==> src/rtl/imem_ctrl_pkg.sv <==
// Shared types and constants for the instruction-memory load/fetch controller.
package imem_ctrl_pkg;

    typedef enum logic [1:0] {
        IDLE = 2'd0,
        LOAD = 2'd1,
        RUN  = 2'd2
    } state_e;

    localparam logic [31:0] NOP_INSTR = 32'h0000_0013;

endpackage

==> src/rtl/imem_load_fetch_ctrl_if.sv <==
// Loader, fetch and memory-port signals of the instruction-memory controller.
interface imem_load_fetch_ctrl_if #(
    parameter int DEPTH = 64
);
    localparam int ADDR_W = $clog2(DEPTH);

    logic              load_start;
    logic [ADDR_W:0]   load_len;
    logic              load_valid;
    logic [31:0]       load_data;
    logic              load_ready;
    logic              load_done;
    logic              load_err;
    logic              core_run;
    logic              fetch_req;
    logic [31:0]       fetch_addr;
    logic              fetch_gnt;
    logic              instr_valid;
    logic [31:0]       instr;
    logic              fetch_err;
    logic              mem_we;
    logic [ADDR_W-1:0] mem_addr;
    logic [31:0]       mem_wdata;
    logic [31:0]       mem_rdata;

    // slave is the controller's view, master the loader/core/memory side
    modport slave (
        input  load_start, load_len, load_valid, load_data,
        input  fetch_req, fetch_addr, mem_rdata,
        output load_ready, load_done, load_err, core_run,
        output fetch_gnt, instr_valid, instr, fetch_err,
        output mem_we, mem_addr, mem_wdata
    );

    modport master (
        output load_start, load_len, load_valid, load_data,
        output fetch_req, fetch_addr, mem_rdata,
        input  load_ready, load_done, load_err, core_run,
        input  fetch_gnt, instr_valid, instr, fetch_err,
        input  mem_we, mem_addr, mem_wdata
    );

endinterface

==> src/rtl/imem_load_fetch_ctrl.sv <==
// Arbitrates the single instruction-memory port between the program loader
// and the core fetch stage; the core stays stalled until a load has finished.
//
// state | meaning
// IDLE  | after reset, core stalled, waiting for load_start
// LOAD  | accepting loader words into memory starting at address 0
// RUN   | core released, fetches granted with 1-cycle response
module imem_load_fetch_ctrl
    import imem_ctrl_pkg::*;
#(
    parameter int          DEPTH     = 64,
    parameter logic [31:0] NOP_INSTR = imem_ctrl_pkg::NOP_INSTR
) (
    input logic                   clk,
    input logic                   reset,
    imem_load_fetch_ctrl_if.slave bus
);

    localparam int ADDR_W = $clog2(DEPTH);
    localparam logic [ADDR_W:0] DEPTH_LEN = (ADDR_W + 1)'(DEPTH);

    state_e            state_q, state_d;
    logic [ADDR_W:0]   wr_ptr_q, wr_ptr_d;
    logic [ADDR_W:0]   rem_q, rem_d;
    logic [ADDR_W-1:0] mem_addr_q, mem_addr_d;
    logic              load_done_q, load_done_d;
    logic              load_err_q, load_err_d;
    logic              rsp_valid_q, rsp_valid_d;
    logic              rsp_err_q, rsp_err_d;
    logic [31:0]       instr_q, instr_d;

    logic              len_ok, len_zero, fetch_legal;
    logic              mem_we_c, load_ready_c, core_run_c, fetch_gnt_c;
    logic [31:0]       mem_wdata_c;

    always_ff @(posedge clk or posedge reset) begin
        if (reset) begin
            state_q     <= IDLE;
            wr_ptr_q    <= '0;
            rem_q       <= '0;
            mem_addr_q  <= '0;
            load_done_q <= 1'b0;
            load_err_q  <= 1'b0;
            rsp_valid_q <= 1'b0;
            rsp_err_q   <= 1'b0;
            instr_q     <= '0;
        end else begin
            state_q     <= state_d;
            wr_ptr_q    <= wr_ptr_d;
            rem_q       <= rem_d;
            mem_addr_q  <= mem_addr_d;
            load_done_q <= load_done_d;
            load_err_q  <= load_err_d;
            rsp_valid_q <= rsp_valid_d;
            rsp_err_q   <= rsp_err_d;
            instr_q     <= instr_d;
        end
    end

    always_comb begin
        len_ok      = (bus.load_len <= DEPTH_LEN);
        len_zero    = (bus.load_len == '0);
        fetch_legal = (bus.fetch_addr[1:0] == 2'b00) &&
                      (bus.fetch_addr[31:2] < 30'(DEPTH));

        state_d      = state_q;
        wr_ptr_d     = wr_ptr_q;
        rem_d        = rem_q;
        mem_addr_d   = mem_addr_q;
        load_done_d  = 1'b0;
        load_err_d   = 1'b0;
        rsp_valid_d  = 1'b0;
        rsp_err_d    = 1'b0;
        mem_we_c     = 1'b0;
        mem_wdata_c  = '0;
        load_ready_c = 1'b0;
        core_run_c   = 1'b0;
        fetch_gnt_c  = 1'b0;

        unique case (state_q)
            IDLE: begin
                if (bus.load_start) begin
                    if (!len_ok) begin
                        load_err_d = 1'b1;
                    end else if (len_zero) begin
                        state_d = RUN;
                    end else begin
                        state_d  = LOAD;
                        wr_ptr_d = '0;
                        rem_d    = bus.load_len;
                    end
                end
            end
            LOAD: begin
                load_ready_c = 1'b1;
                if (bus.load_valid) begin
                    mem_we_c    = 1'b1;
                    mem_addr_d  = wr_ptr_q[ADDR_W-1:0];
                    mem_wdata_c = bus.load_data;
                    wr_ptr_d    = wr_ptr_q + 1'b1;
                    rem_d       = rem_q - 1'b1;
                    // remaining-count terminal compare marks the last word
                    if (rem_q == (ADDR_W + 1)'(1)) begin
                        state_d     = RUN;
                        load_done_d = 1'b1;
                    end
                end
            end
            RUN: begin
                core_run_c = 1'b1;
                // a reload request takes priority over any fetch this cycle
                if (bus.load_start) begin
                    if (!len_ok) begin
                        load_err_d = 1'b1;
                    end else if (!len_zero) begin
                        state_d    = LOAD;
                        wr_ptr_d   = '0;
                        rem_d      = bus.load_len;
                        core_run_c = 1'b0;
                    end
                end else if (bus.fetch_req) begin
                    fetch_gnt_c = 1'b1;
                    rsp_valid_d = 1'b1;
                    if (fetch_legal) begin
                        mem_addr_d = bus.fetch_addr[ADDR_W+1:2];
                    end else begin
                        rsp_err_d = 1'b1;
                    end
                end
            end
            default: state_d = IDLE;
        endcase

        // instr shows the live memory data on a response and holds otherwise
        if (rsp_valid_q) begin
            instr_d = rsp_err_q ? NOP_INSTR : bus.mem_rdata;
        end else begin
            instr_d = instr_q;
        end
    end

    assign bus.load_ready  = load_ready_c;
    assign bus.load_done   = load_done_q;
    assign bus.load_err    = load_err_q;
    assign bus.core_run    = core_run_c;
    assign bus.fetch_gnt   = fetch_gnt_c;
    assign bus.instr_valid = rsp_valid_q;
    assign bus.fetch_err   = rsp_valid_q & rsp_err_q;
    assign bus.instr       = instr_d;
    assign bus.mem_we      = mem_we_c;
    assign bus.mem_addr    = mem_addr_d;
    assign bus.mem_wdata   = mem_wdata_c;

endmodule
==> src/flat_wrapper.sv <==
// flat-port wrapper written by rule: the top's interface ports become plain ports
module imem_load_fetch_ctrl_flat import imem_ctrl_pkg::*;
#(
    parameter int          DEPTH     = 64,
    parameter logic [31:0] NOP_INSTR = imem_ctrl_pkg::NOP_INSTR
)
  (clk, reset, bus_load_start, bus_load_len, bus_load_valid, bus_load_data, bus_fetch_req, bus_fetch_addr, bus_mem_rdata, bus_load_ready, bus_load_done, bus_load_err, bus_core_run, bus_fetch_gnt, bus_instr_valid, bus_instr, bus_fetch_err, bus_mem_we, bus_mem_addr, bus_mem_wdata);
  imem_load_fetch_ctrl_if #(.DEPTH(DEPTH)) bus_i ();
  input logic clk;
  input logic reset;
  input wire logic [$bits(bus_i.load_start)-1:0] bus_load_start;
  input wire logic [$bits(bus_i.load_len)-1:0] bus_load_len;
  input wire logic [$bits(bus_i.load_valid)-1:0] bus_load_valid;
  input wire logic [$bits(bus_i.load_data)-1:0] bus_load_data;
  input wire logic [$bits(bus_i.fetch_req)-1:0] bus_fetch_req;
  input wire logic [$bits(bus_i.fetch_addr)-1:0] bus_fetch_addr;
  input wire logic [$bits(bus_i.mem_rdata)-1:0] bus_mem_rdata;
  output wire logic [$bits(bus_i.load_ready)-1:0] bus_load_ready;
  output wire logic [$bits(bus_i.load_done)-1:0] bus_load_done;
  output wire logic [$bits(bus_i.load_err)-1:0] bus_load_err;
  output wire logic [$bits(bus_i.core_run)-1:0] bus_core_run;
  output wire logic [$bits(bus_i.fetch_gnt)-1:0] bus_fetch_gnt;
  output wire logic [$bits(bus_i.instr_valid)-1:0] bus_instr_valid;
  output wire logic [$bits(bus_i.instr)-1:0] bus_instr;
  output wire logic [$bits(bus_i.fetch_err)-1:0] bus_fetch_err;
  output wire logic [$bits(bus_i.mem_we)-1:0] bus_mem_we;
  output wire logic [$bits(bus_i.mem_addr)-1:0] bus_mem_addr;
  output wire logic [$bits(bus_i.mem_wdata)-1:0] bus_mem_wdata;
  assign bus_i.load_start = bus_load_start;
  assign bus_i.load_len = bus_load_len;
  assign bus_i.load_valid = bus_load_valid;
  assign bus_i.load_data = bus_load_data;
  assign bus_i.fetch_req = bus_fetch_req;
  assign bus_i.fetch_addr = bus_fetch_addr;
  assign bus_i.mem_rdata = bus_mem_rdata;
  assign bus_load_ready = bus_i.load_ready;
  assign bus_load_done = bus_i.load_done;
  assign bus_load_err = bus_i.load_err;
  assign bus_core_run = bus_i.core_run;
  assign bus_fetch_gnt = bus_i.fetch_gnt;
  assign bus_instr_valid = bus_i.instr_valid;
  assign bus_instr = bus_i.instr;
  assign bus_fetch_err = bus_i.fetch_err;
  assign bus_mem_we = bus_i.mem_we;
  assign bus_mem_addr = bus_i.mem_addr;
  assign bus_mem_wdata = bus_i.mem_wdata;
  imem_load_fetch_ctrl #(.DEPTH(DEPTH), .NOP_INSTR(NOP_INSTR)) u_core (.clk(clk), .reset(reset), .bus(bus_i));
endmodule
==> config.mk <==
export PLATFORM = sky130hd
export DESIGN_NAME = imem_load_fetch_ctrl_flat
export DESIGN_NICKNAME = d
export VERILOG_FILES = /design/src/rtl/imem_ctrl_pkg.sv /design/src/rtl/imem_load_fetch_ctrl_if.sv /design/src/rtl/imem_load_fetch_ctrl.sv /design/src/flat_wrapper.sv
export SDC_FILE = /design/constraint.sdc
export NUM_CORES = 1
export LEC_CHECK = 0
export CAP_MARGIN = 25
export CORE_MARGIN = 4
export CORE_UTILIZATION = 34
export DETAILED_ROUTE_END_ITERATION = 16
export PLACE_DENSITY = 0.86
export SLEW_MARGIN = 0
export SYNTH_ARGS = -nofsm -noshare
export SYNTH_HDL_FRONTEND = slang
export SYNTH_SLANG_ARGS = --single-unit
==> constraint.sdc <==
create_clock -name clk -period 2.1 [get_ports clk]
set_input_delay 0.42 -clock clk [delete_from_list [all_inputs] [get_ports clk]]
set_output_delay 0.42 -clock clk [all_outputs]
set_load 0.02 [all_outputs]
==> impl_metrics.env, run 1 <==
export IMPL_ant_nets=0
export IMPL_max_cap_viol_count=0
export IMPL_worstHoldStart="bus_load_len[1]"
export IMPL_post_place_ws_ns=-1.10
export IMPL_drv_slew=0
export IMPL_dieArea_mm2=0.0108
export IMPL_insertedDiodeCount=0
export IMPL_drc=0
export IMPL_place_congestion=0.829
export IMPL_rr_worst_depth=10
export IMPL_vias=3916
export IMPL_cts_inserted_buffers=9
export IMPL_r2r_end="u_core.wr_ptr_q[4]$_DFFE_PP0P_"
export IMPL_critPathTopFamily="simple AND/OR/NAND/NOR gates"
export IMPL_status="complete, but fails checks"
export IMPL_portBuffers=185
export IMPL_max_slew_margin=0.735
export IMPL_syn_to_final_growth_pct=100
export IMPL_routed_via_density=5.18
export IMPL_crit_buf_inv=3
export IMPL_hold_ws_ns=0.395
export IMPL_wl_per_cell_um=16.5
export IMPL_synth_common_cells="dfrtp_1 (57), nand2_1 (45), inv_1 (40), o21ai_0 (40), and3_1 (33)"
export IMPL_cp_cell_sequence="clkdlybuf4s15_1 > nor4_2 > nand3_2 > nor4b_4 > buf_6 > nand3_2 > o211ai_1 > buf_4"
export IMPL_htree_levels=3
export IMPL_power_total_mw=8.12
export IMPL_rsz0062_at_grt="yes"
export IMPL_cp_depth=8
export IMPL_clk_pin_slew_ns=0.06
export IMPL_worstPathMaxFanout=6
export IMPL_synth_nets=481
export IMPL_critPathKind="in2out"
export IMPL_ys_ff_latch=57
export IMPL_critPathMaxStageDelay_ns=0.37
export IMPL_avgSynthCellArea_um2=8.53
export IMPL_slowest_stage="nor4b_4"
export IMPL_grt_max_degree=37
export IMPL_leakagePower_nw=3.01
export IMPL_worst_slack_ns=-0.299
export IMPL_final_cells=756
export IMPL_layout_nets=757
export IMPL_powerDensity_mw_per_mm2=1300
export IMPL_core_area_mm2=0.00885
export IMPL_start_util=0.354
export IMPL_cp_arrival_ns=1.98
export IMPL_required_ns=1.68
export IMPL_antenna_found_initial=0
export IMPL_crit_end="bus_mem_addr[0]"
export IMPL_period_needed_ns=2.40
export IMPL_holdBufCountCts=0
export IMPL_synth_cells=367
export IMPL_grt_overflow=0
export IMPL_ys_async_sr_fraction=1.00
export IMPL_io_pins=186
export IMPL_cts_sinks=57
export IMPL_synth_top_area_share=0.456
export IMPL_yosys_top_cells_area="dfrtp_1 (46%), and3_1 (6.6%), o21ai_0 (6.4%)"
export IMPL_layout_drive_gt1_share=0.407
export IMPL_r2r_setup_slack_ns=-0.06
export IMPL_synth_flop_cell="dfrtp_1"
export IMPL_grt_pass1_wl_um=19000
export IMPL_worst_pin_slew_ns=0.397
export IMPL_yosysWarnings=0
export IMPL_first_pass_iters=5
export IMPL_violations="setup timing"
export IMPL_yosysMostFrequentCell="dfrtp_1"
export IMPL_die_w_um=104
export IMPL_place_inst=709
export IMPL_ys_seq_area_frac=0.456
export IMPL_grt_pass1_vias=3986
export IMPL_max_freq_ghz=0.417
export IMPL_hold_viol=0
export IMPL_crit_top_cell="nand3_2"
export IMPL_tritoncts="built"
export IMPL_routed_wl_um=12500
export IMPL_min_delay_path_class="in2reg"
export IMPL_clock_skew_ns=0.00881
export IMPL_setup_viol_count_final=30
export IMPL_period_share=1.14
export IMPL_syn_area_mm2=0.00313
export IMPL_cp_startpoint="bus_fetch_addr[9]"
export IMPL_fp_dieH_um=104
export IMPL_ir_drop_mv=0.737
export IMPL_clk_latency_ns=0.33
export IMPL_cp_end_kind="output pin"
export IMPL_synth_cell_types=53
export IMPL_rows=34
export IMPL_cts_root_buf="clkbuf_8"
export IMPL_synth_top_area_cell="dfrtp_1"
export IMPL_grt_usage=0.215
export IMPL_hpwl_um=8640
export IMPL_cts_buffer_depth=2
export IMPL_timing_rr_start="u_core.state_q[1]$_DFFE_PP0P_"
export IMPL_first_iter_violations=215
export IMPL_synth_edf_count=0
export IMPL_startpoint_type="input pin"
[where the power goes]
group	switching [mW]	internal (mW)	leakage (nW)
clock network	0.443	0.856	0.127
logic	2.52	2.49	2.17
registers	0.254	1.56	0.713
total	3.21	4.91	3.01
[registers in the layout (all words and copies together) (netlist names)]
| signal | cells |
|---|---|
| u_core.bus.instr_valid | 1 |
| u_core.instr_q | 32 |
| u_core.bus.load_done | 1 |
| u_core.mem_addr_q | 6 |
| u_core.state_q | 2 |
| u_core.rem_q | 7 |
| u_core.wr_ptr_q | 6 |
| u_core.bus.load_err | 1 |
| u_core.rsp_err_q | 1 |
[per-stage QoR]
stage | TNS [ns] | instance area (um2) | utilization
2_1_floorplan | -0.177 | 3230 | -
3_3_place_gp | -25.60 | 5700 | 0.644
3_5_place_dp | -28.21 | 5700 | 0.644
4_1_cts | -1.76 | 6180 | 0.698
5_1_grt | -4.72 | 6270 | 0.708
6_report | -2.31 | 6270 | 0.708
[worst reg2reg max path, delay by kind of cell, from the launching register on]
family                     cells  cell delay (ns)
AOI/OAI and AO/OA              3             0.52
DFF                            1             0.41
buffers and inverters          4             0.54
and+or+nand+nor                2             0.39
adders and majority gates      1             0.17
[layout make-up]
class | count | area, um2
Fill cell | 624 | 2580
Clock inverter | 4 | 98.8
Tap cell | 108 | 135
Timing Repair Buffer | 291 | 2560
Multi-Input combinational cell | 244 | 1750
Clock buffer | 12 | 155
Sequential cell | 57 | 1430
Inverter | 40 | 150
[placed cells by master (no fill, tap or decap), types with 7 or more instances in the layout]
cell and n:
buf_4 93, clkdlybuf4s50_1 76, dfrtp_1 57, nand2_1 44, buf_6 42, o21ai_0 38, inv_1 37, buf_2 35
and3_1 18, and3_4 16, clkbuf_2 16, o211ai_1 11, clkbuf_8 11, dlygate4sd2_1 11, nor2_1 10, a21oi_1 9
nand3_1 8, nand3_2 7, clkdlybuf4s15_1 7
[how the worst min path moves through the flow]
stage                                     endpoint  slack, ns  depth (start not counted)
floorplan           u_core.wr_ptr_q[5]$_DFFE_PP0P_       0.45                          1
global placement    u_core.wr_ptr_q[5]$_DFFE_PP0P_       0.47                          1
detailed placement  u_core.wr_ptr_q[5]$_DFFE_PP0P_       0.48                          1
CTS                    u_core.rem_q[0]$_DFFE_PP0P_       0.45                          3
global route           u_core.rem_q[1]$_DFFE_PP0P_       0.45                          3
finish                 u_core.rem_q[1]$_DFFE_PP0P_       0.39                          3
[what timing repair did]
action	CTS	global route
buffers inserted	22	13
endpoints found under the setup margin	87	77
gates cloned	2	3
resized for setup	367	149
pin swaps	21	20
[routing by layer]
layer,wire length (um),GRT usage,vias up
li1,-,-,1831
met1,4710,0.226,1823
met2,6420,0.403,231
met3,1180,0.0776,31
met4,198,0.0598,0
met5,0,0,-
[logic make-up after synthesis]
kind of cell,share of synthesized area
simple gates,0.246
compound gates,0.186
buf+inv,0.0820
flops,0.456
fa+ha+maj,0.0240
mux,0.00680
Power figures use the tool's default switching activity.
==> run 2, diff against run 1 <==
--- a/config.mk
+++ b/config.mk
@@ -8,6 +8,7 @@
 export CAP_MARGIN = 25
 export CORE_MARGIN = 4
 export CORE_UTILIZATION = 34
+export CTS_BUF_LIST = sky130_fd_sc_hd__clkbuf_16
 export DETAILED_ROUTE_END_ITERATION = 16
 export PLACE_DENSITY = 0.86
 export SLEW_MARGIN = 0
==> impl_metrics.env, run 2 (synthesized netlist as in run 1, its figures left out) <==
export IMPL_power_frac_seq=0.218
export IMPL_ant_nets=0
export IMPL_startpoint_type="input pin"
export IMPL_fin_setup_tns_ns=-2.34
export IMPL_grt_max_degree=37
export IMPL_drv_slew=0
export IMPL_status="complete, but fails checks"
export IMPL_final_cell_mix="buf_4 (85), clkdlybuf4s50_1 (76), dfrtp_1 (57)"
export IMPL_vias=3878
export IMPL_hpwl_um=8640
export IMPL_clock_skew_ns=0.00681
export IMPL_fp_dieH_um=104
export IMPL_ir_drop_mv=0.748
export IMPL_top_register="u_core.instr_q"
export IMPL_wl_per_cell_um=16.2
export IMPL_dieArea_mm2=0.0108
export IMPL_max_slew_margin=0.736
export IMPL_power_total_mw=8.34
export IMPL_routed_wl_um=12300
export IMPL_drc=0
export IMPL_first_iter_violations=150
export IMPL_utilization=0.723
export IMPL_layout_commonest_cell="buf_4"
export IMPL_htree_levels=3
export IMPL_first_pass_iters=5
export IMPL_layout_drive_gt1_share=0.411
export IMPL_worst_slack_ns=-0.286
export IMPL_start_util=0.354
export IMPL_routed_via_density=5.12
export IMPL_critPathKind="in2out"
export IMPL_worstPathMaxFanout=6
export IMPL_cts_root_buf="clkbuf_16"
export IMPL_cp_end_kind="output pin"
export IMPL_switching_power_mw=3.20
export IMPL_grt_overflow=0
export IMPL_insertedDiodeCount=0
export IMPL_core_area_mm2=0.00885
export IMPL_tritoncts="built"
export IMPL_post_place_ws_ns=-1.10
export IMPL_rows=34
export IMPL_hold_ws_ns=0.414
export IMPL_switching_share=0.384
export IMPL_placed_area_mm2=0.00570
export IMPL_max_cap_viol_count=0
export IMPL_cts_sinks=57
export IMPL_cts_buffer_depth=2
export IMPL_holdBufCountCts=0
export IMPL_crit_buf_inv=3
export IMPL_io_pins=186
export IMPL_violations="setup timing"
export IMPL_grt_usage=0.215
export IMPL_period_needed_ns=2.39
export IMPL_cts_inserted_buffers=9
export IMPL_clk_latency_ns=0.32
export IMPL_layout_nets=759
export IMPL_clk_pin_slew_ns=0.05
export IMPL_setup_viol_count_final=20
export IMPL_place_inst=709
export IMPL_cp_arrival_ns=1.97
export IMPL_critPathTopFamily="simple AND/OR/NAND/NOR gates"
export IMPL_reg_top3="u_core.instr_q: 32 flops, u_core.rem_q: 7 flops"
export IMPL_cp_cell_sequence="clkdlybuf4s15_1 > nor4_2 > nand3_2 > nor4b_4 > buf_6 > nand3_2 > o211ai_1 > buf_4"
export IMPL_crit_top_cell="nand3_2"
export IMPL_max_freq_ghz=0.419
export IMPL_leakagePower_nw=3.04
export IMPL_powerDensity_mw_per_mm2=1300
export IMPL_rsz0062_at_grt="yes"
export IMPL_final_cells=758
export IMPL_portBuffers=185
export IMPL_syn_to_final_growth_pct=104
export IMPL_die_w_um=104
export IMPL_required_ns=1.68
export IMPL_largest_reg_flops=32
export IMPL_p_clk_frac=0.196
export IMPL_grt_pass1_wl_um=18900
export IMPL_hold_viol=0
export IMPL_period_share=1.14
export IMPL_finish_instance_area_mm2=0.00640
export IMPL_intPower_mw=5.14
export IMPL_grt_pass1_vias=3936
export IMPL_critPathMaxStageDelay_ns=0.34
export IMPL_slowest_stage="nor4b_4"
export IMPL_worst_pin_slew_ns=0.396
export IMPL_power_frac_comb=0.586
export IMPL_place_congestion=0.829
export IMPL_antenna_found_initial=0
export IMPL_min_delay_path_class="in2reg"
run 2: path summary, 6_finish.rpt:
| check | from | to | slack, ns | depth (start not counted) |
|---|---|---|---|---|
| setup / recovery | bus_fetch_addr[9] | bus_mem_addr[4] | -0.29 | 8 |
| hold reg to reg | u_core.instr_q[4]$_DFF_PP0_ | u_core.instr_q[4]$_DFF_PP0_ | 0.50 | 1 |
| max in group asynchronous | reset | u_core.instr_q[9]$_DFF_PP0_ | 1.29 | 3 |
| hold / removal | bus_load_len[1] | u_core.rem_q[1]$_DFFE_PP0P_ | 0.41 | 3 |
| min in group asynchronous | reset | u_core.bus.load_err$_DFF_PP0_ | 0.48 | 3 |
| setup reg to reg | u_core.state_q[1]$_DFFE_PP0P_ | u_core.wr_ptr_q[4]$_DFFE_PP0P_ | -0.05 | 10 |
run 2: timing repair:
item                       CTS  global route
buffers inserted            23            13
setup endpoints to repair   88            83
gates cloned                 2             1
pin swaps                   22            25
resized for setup          329           180
run 2: final cells by class:
cell class	instances	area, um2
clock buffers	9	225
clock inverters	7	110
fillers	600	2450
inverters	40	150
multi-input cells	244	1760
flip-flops and latches	57	1430
well taps	108	135
repair buffers	293	2590
run 2: power by group through the flow:
stage,logic (mW),clock network (mW),registers (mW)
floorplan,2.14,0,1.77
global placement,4.31,0,1.78
detailed placement,4.44,0,1.81
CTS,4.56,1.67,1.80
global route,5.26,1.72,1.86
finish,4.89,1.63,1.82
run 2: worst register-to-register path, cell delays in order (launching register included):
cell and delay, ns:
dfrtp_1 0.41, buf_6 0.13, buf_6 0.12, ha_4 0.17, buf_6 0.12, or2_4 0.22
o211ai_1 0.17, nand3_4 0.16, buf_6 0.15, o211ai_1 0.23, o41ai_2 0.14
run 2: metal layers:
layer,part of all wire,global-route usage,up-vias
met3,0.094,0.0782,33
met4,0.023,0.0788,0
met1,0.37,0.223,1790
li1,-,-,1839
met2,0.51,0.396,216
met5,0,0,-
==> run 3, diff against run 2 <==
--- a/config.mk
+++ b/config.mk
@@ -11,6 +11,7 @@
 export CTS_BUF_LIST = sky130_fd_sc_hd__clkbuf_16
 export DETAILED_ROUTE_END_ITERATION = 16
 export PLACE_DENSITY = 0.86
+export RECOVER_POWER = 100
 export SLEW_MARGIN = 0
 export SYNTH_ARGS = -nofsm -noshare
 export SYNTH_HDL_FRONTEND = slang
==> impl_metrics.env, run 3 (synthesized netlist as in run 1, its figures left out) <==
export IMPL_syn_to_final_growth_pct=104
export IMPL_antenna_found_initial=0
export IMPL_wl_per_cell_um=16.3
export IMPL_clk_pin_slew_ns=0.05
export IMPL_cp_arrival_ns=1.97
export IMPL_max_cap_viol_count=0
export IMPL_fp_dieH_um=104
export IMPL_first_pass_iters=4
export IMPL_switching_power_mw=3.20
export IMPL_tritoncts="built"
export IMPL_grt_pass1_wl_um=18900
export IMPL_routed_wl_um=12300
export IMPL_routed_via_density=5.08
export IMPL_core_area_mm2=0.00885
export IMPL_crit_top_cell="buf_4"
export IMPL_cp_end_kind="output pin"
export IMPL_multi_input_area_mm2=0.00175
export IMPL_switching_share=0.385
export IMPL_rsz0062_at_grt="yes"
export IMPL_power_frac_comb=0.585
export IMPL_area_sequential_mm2=0.00143
export IMPL_critPathMaxStageDelay_ns=0.39
export IMPL_critPathKind="reg2out"
export IMPL_portBuffers=185
export IMPL_ir_drop_mv=0.750
export IMPL_cts_inserted_buffers=9
export IMPL_ant_nets=0
export IMPL_start_util=0.354
export IMPL_cp_cell_sequence="inv_2 > ha_1 > buf_4 > nand3_1 > o21ai_0 > a2bb2oi_1 > o211ai_1 > buf_4"
export IMPL_required_ns=1.68
export IMPL_cts_root_buf="clkbuf_16"
export IMPL_grt_max_degree=37
export IMPL_layout_nets=759
export IMPL_max_slew_margin=0.0977
export IMPL_p_clk_frac=0.196
export IMPL_worst_slack_ns=-0.287
export IMPL_violations="setup timing"
export IMPL_startpoint_type="flip-flop"
export IMPL_cts_sinks=57
export IMPL_first_iter_violations=174
export IMPL_clk_latency_ns=0.32
export IMPL_rows=34
export IMPL_timing_rr_start="u_core.state_q[1]$_DFFE_PP0P_"
export IMPL_clock_skew_ns=0.00676
export IMPL_place_inst=709
export IMPL_utilization=0.721
export IMPL_grt_usage=0.215
export IMPL_place_congestion=0.829
export IMPL_final_cells=758
export IMPL_hold_viol=0
export IMPL_hpwl_um=8640
export IMPL_vias=3847
export IMPL_drc=0
export IMPL_cts_buffer_depth=2
export IMPL_layout_commonest_cell="buf_4"
export IMPL_status="complete, but fails checks"
export IMPL_dieArea_mm2=0.0108
export IMPL_slowest_stage="ha_1"
export IMPL_reg_top3="u_core.instr_q: 32 flops, u_core.rem_q: 7 flops"
export IMPL_worst_pin_slew_ns=1.35
export IMPL_htree_levels=3
export IMPL_layout_drive_gt1_share=0.403
export IMPL_leakagePower_nw=3.03
export IMPL_io_pins=186
export IMPL_top_register="u_core.instr_q"
export IMPL_insertedDiodeCount=0
export IMPL_period_needed_ns=2.39
export IMPL_fillers=607
export IMPL_period_share=1.14
export IMPL_cp_startpoint="u_core.state_q[0]$_DFFE_PP0P_"
export IMPL_min_delay_path_class="in2reg"
export IMPL_worstHoldStart="bus_load_len[1]"
export IMPL_final_cell_mix="buf_4 (82), clkdlybuf4s50_1 (74), dfrtp_1 (57)"
export IMPL_intPower_mw=5.11
export IMPL_power_frac_seq=0.219
export IMPL_setup_viol_count_final=20
export IMPL_max_freq_ghz=0.419
export IMPL_grt_overflow=0
export IMPL_fin_setup_tns_ns=-2.42
export IMPL_worstPathMaxFanout=7
export IMPL_powerDensity_mw_per_mm2=1300
export IMPL_drv_slew=0
export IMPL_largest_reg_flops=32
export IMPL_grt_pass1_vias=3936
export IMPL_die_w_um=104
==> run 3: worst max-delay path, delay by kind of cell, from the launching register on <==
family          cells  cell delay (ns)
compound gates      3             0.38
fa+ha+maj           1             0.39
buf+inv             3             0.41
flops               1             0.38
simple gates        1             0.08
==> run 3: per-layer routing <==
layer	routed length, um	vias up	GRT usage
met1	4560	1766	0.223
met3	1200	30	0.0782
met2	6300	214	0.396
li1	-	1837	-
met5	0	-	0
met4	274	0	0.0788
==> run 3: worst paths after layout <==
kind / to / slack [ns] / cells after the start
setup / recovery: bus_mem_addr[5] / -0.29 / 8
hold / removal: u_core.rem_q[1]$_DFFE_PP0P_ / 0.41 / 3
setup reg to reg: u_core.mem_addr_q[4]$_DFF_PP0_ / -0.08 / 12
hold reg to reg: u_core.instr_q[4]$_DFF_PP0_ / 0.50 / 1
max in group asynchronous: u_core.mem_addr_q[3]$_DFF_PP0_ / 0.30 / 3
min in group asynchronous: u_core.instr_q[16]$_DFF_PP0_ / 0.78 / 3
==> run 3: final cells by class <==
| cell class | instances | area share |
|---|---|---|
| Sequential cell | 57 | 0.223 |
| Multi-Input combinational cell | 244 | 0.274 |
| Timing Repair Buffer | 293 | 0.405 |
| Clock inverter | 7 | 0.0173 |
| Clock buffer | 9 | 0.0353 |
| Inverter | 40 | 0.0235 |
| Tap cell | 108 | 0.0212 |
==> run 3: power by group through the flow <==
| stage | logic (mW) | clock network, mW | registers [mW] |
|---|---|---|---|
| floorplan | 2.14 | 0 | 1.77 |
| global placement | 4.31 | 0 | 1.78 |
| detailed placement | 4.44 | 0 | 1.81 |
| CTS | 4.56 | 1.67 | 1.80 |
| global route | 5.24 | 1.72 | 1.86 |
| finish | 4.86 | 1.63 | 1.82 |
==> run 3: repair_timing <==
action,4_1_cts,5_1_grt
setup endpoints to repair,88,83
setup buffers,23,13
pin swaps,22,25
gates resized for setup,329,180
hold buffers,0,0
cloned,2,1
==> run 3: per-stage QoR <==
step	area (um2)	hold slack, ns	total power [mW]	worst slack [ns]
6_report	6380	0.414	8.32	-0.287
2_1_floorplan	3230	0.454	3.91	-0.0902
5_1_grt	6380	0.471	8.81	-0.398
3_5_place_dp	5700	0.478	6.25	-1.10
4_1_cts	6260	0.464	8.02	-0.254
3_3_place_gp	5700	0.472	6.09	-0.988
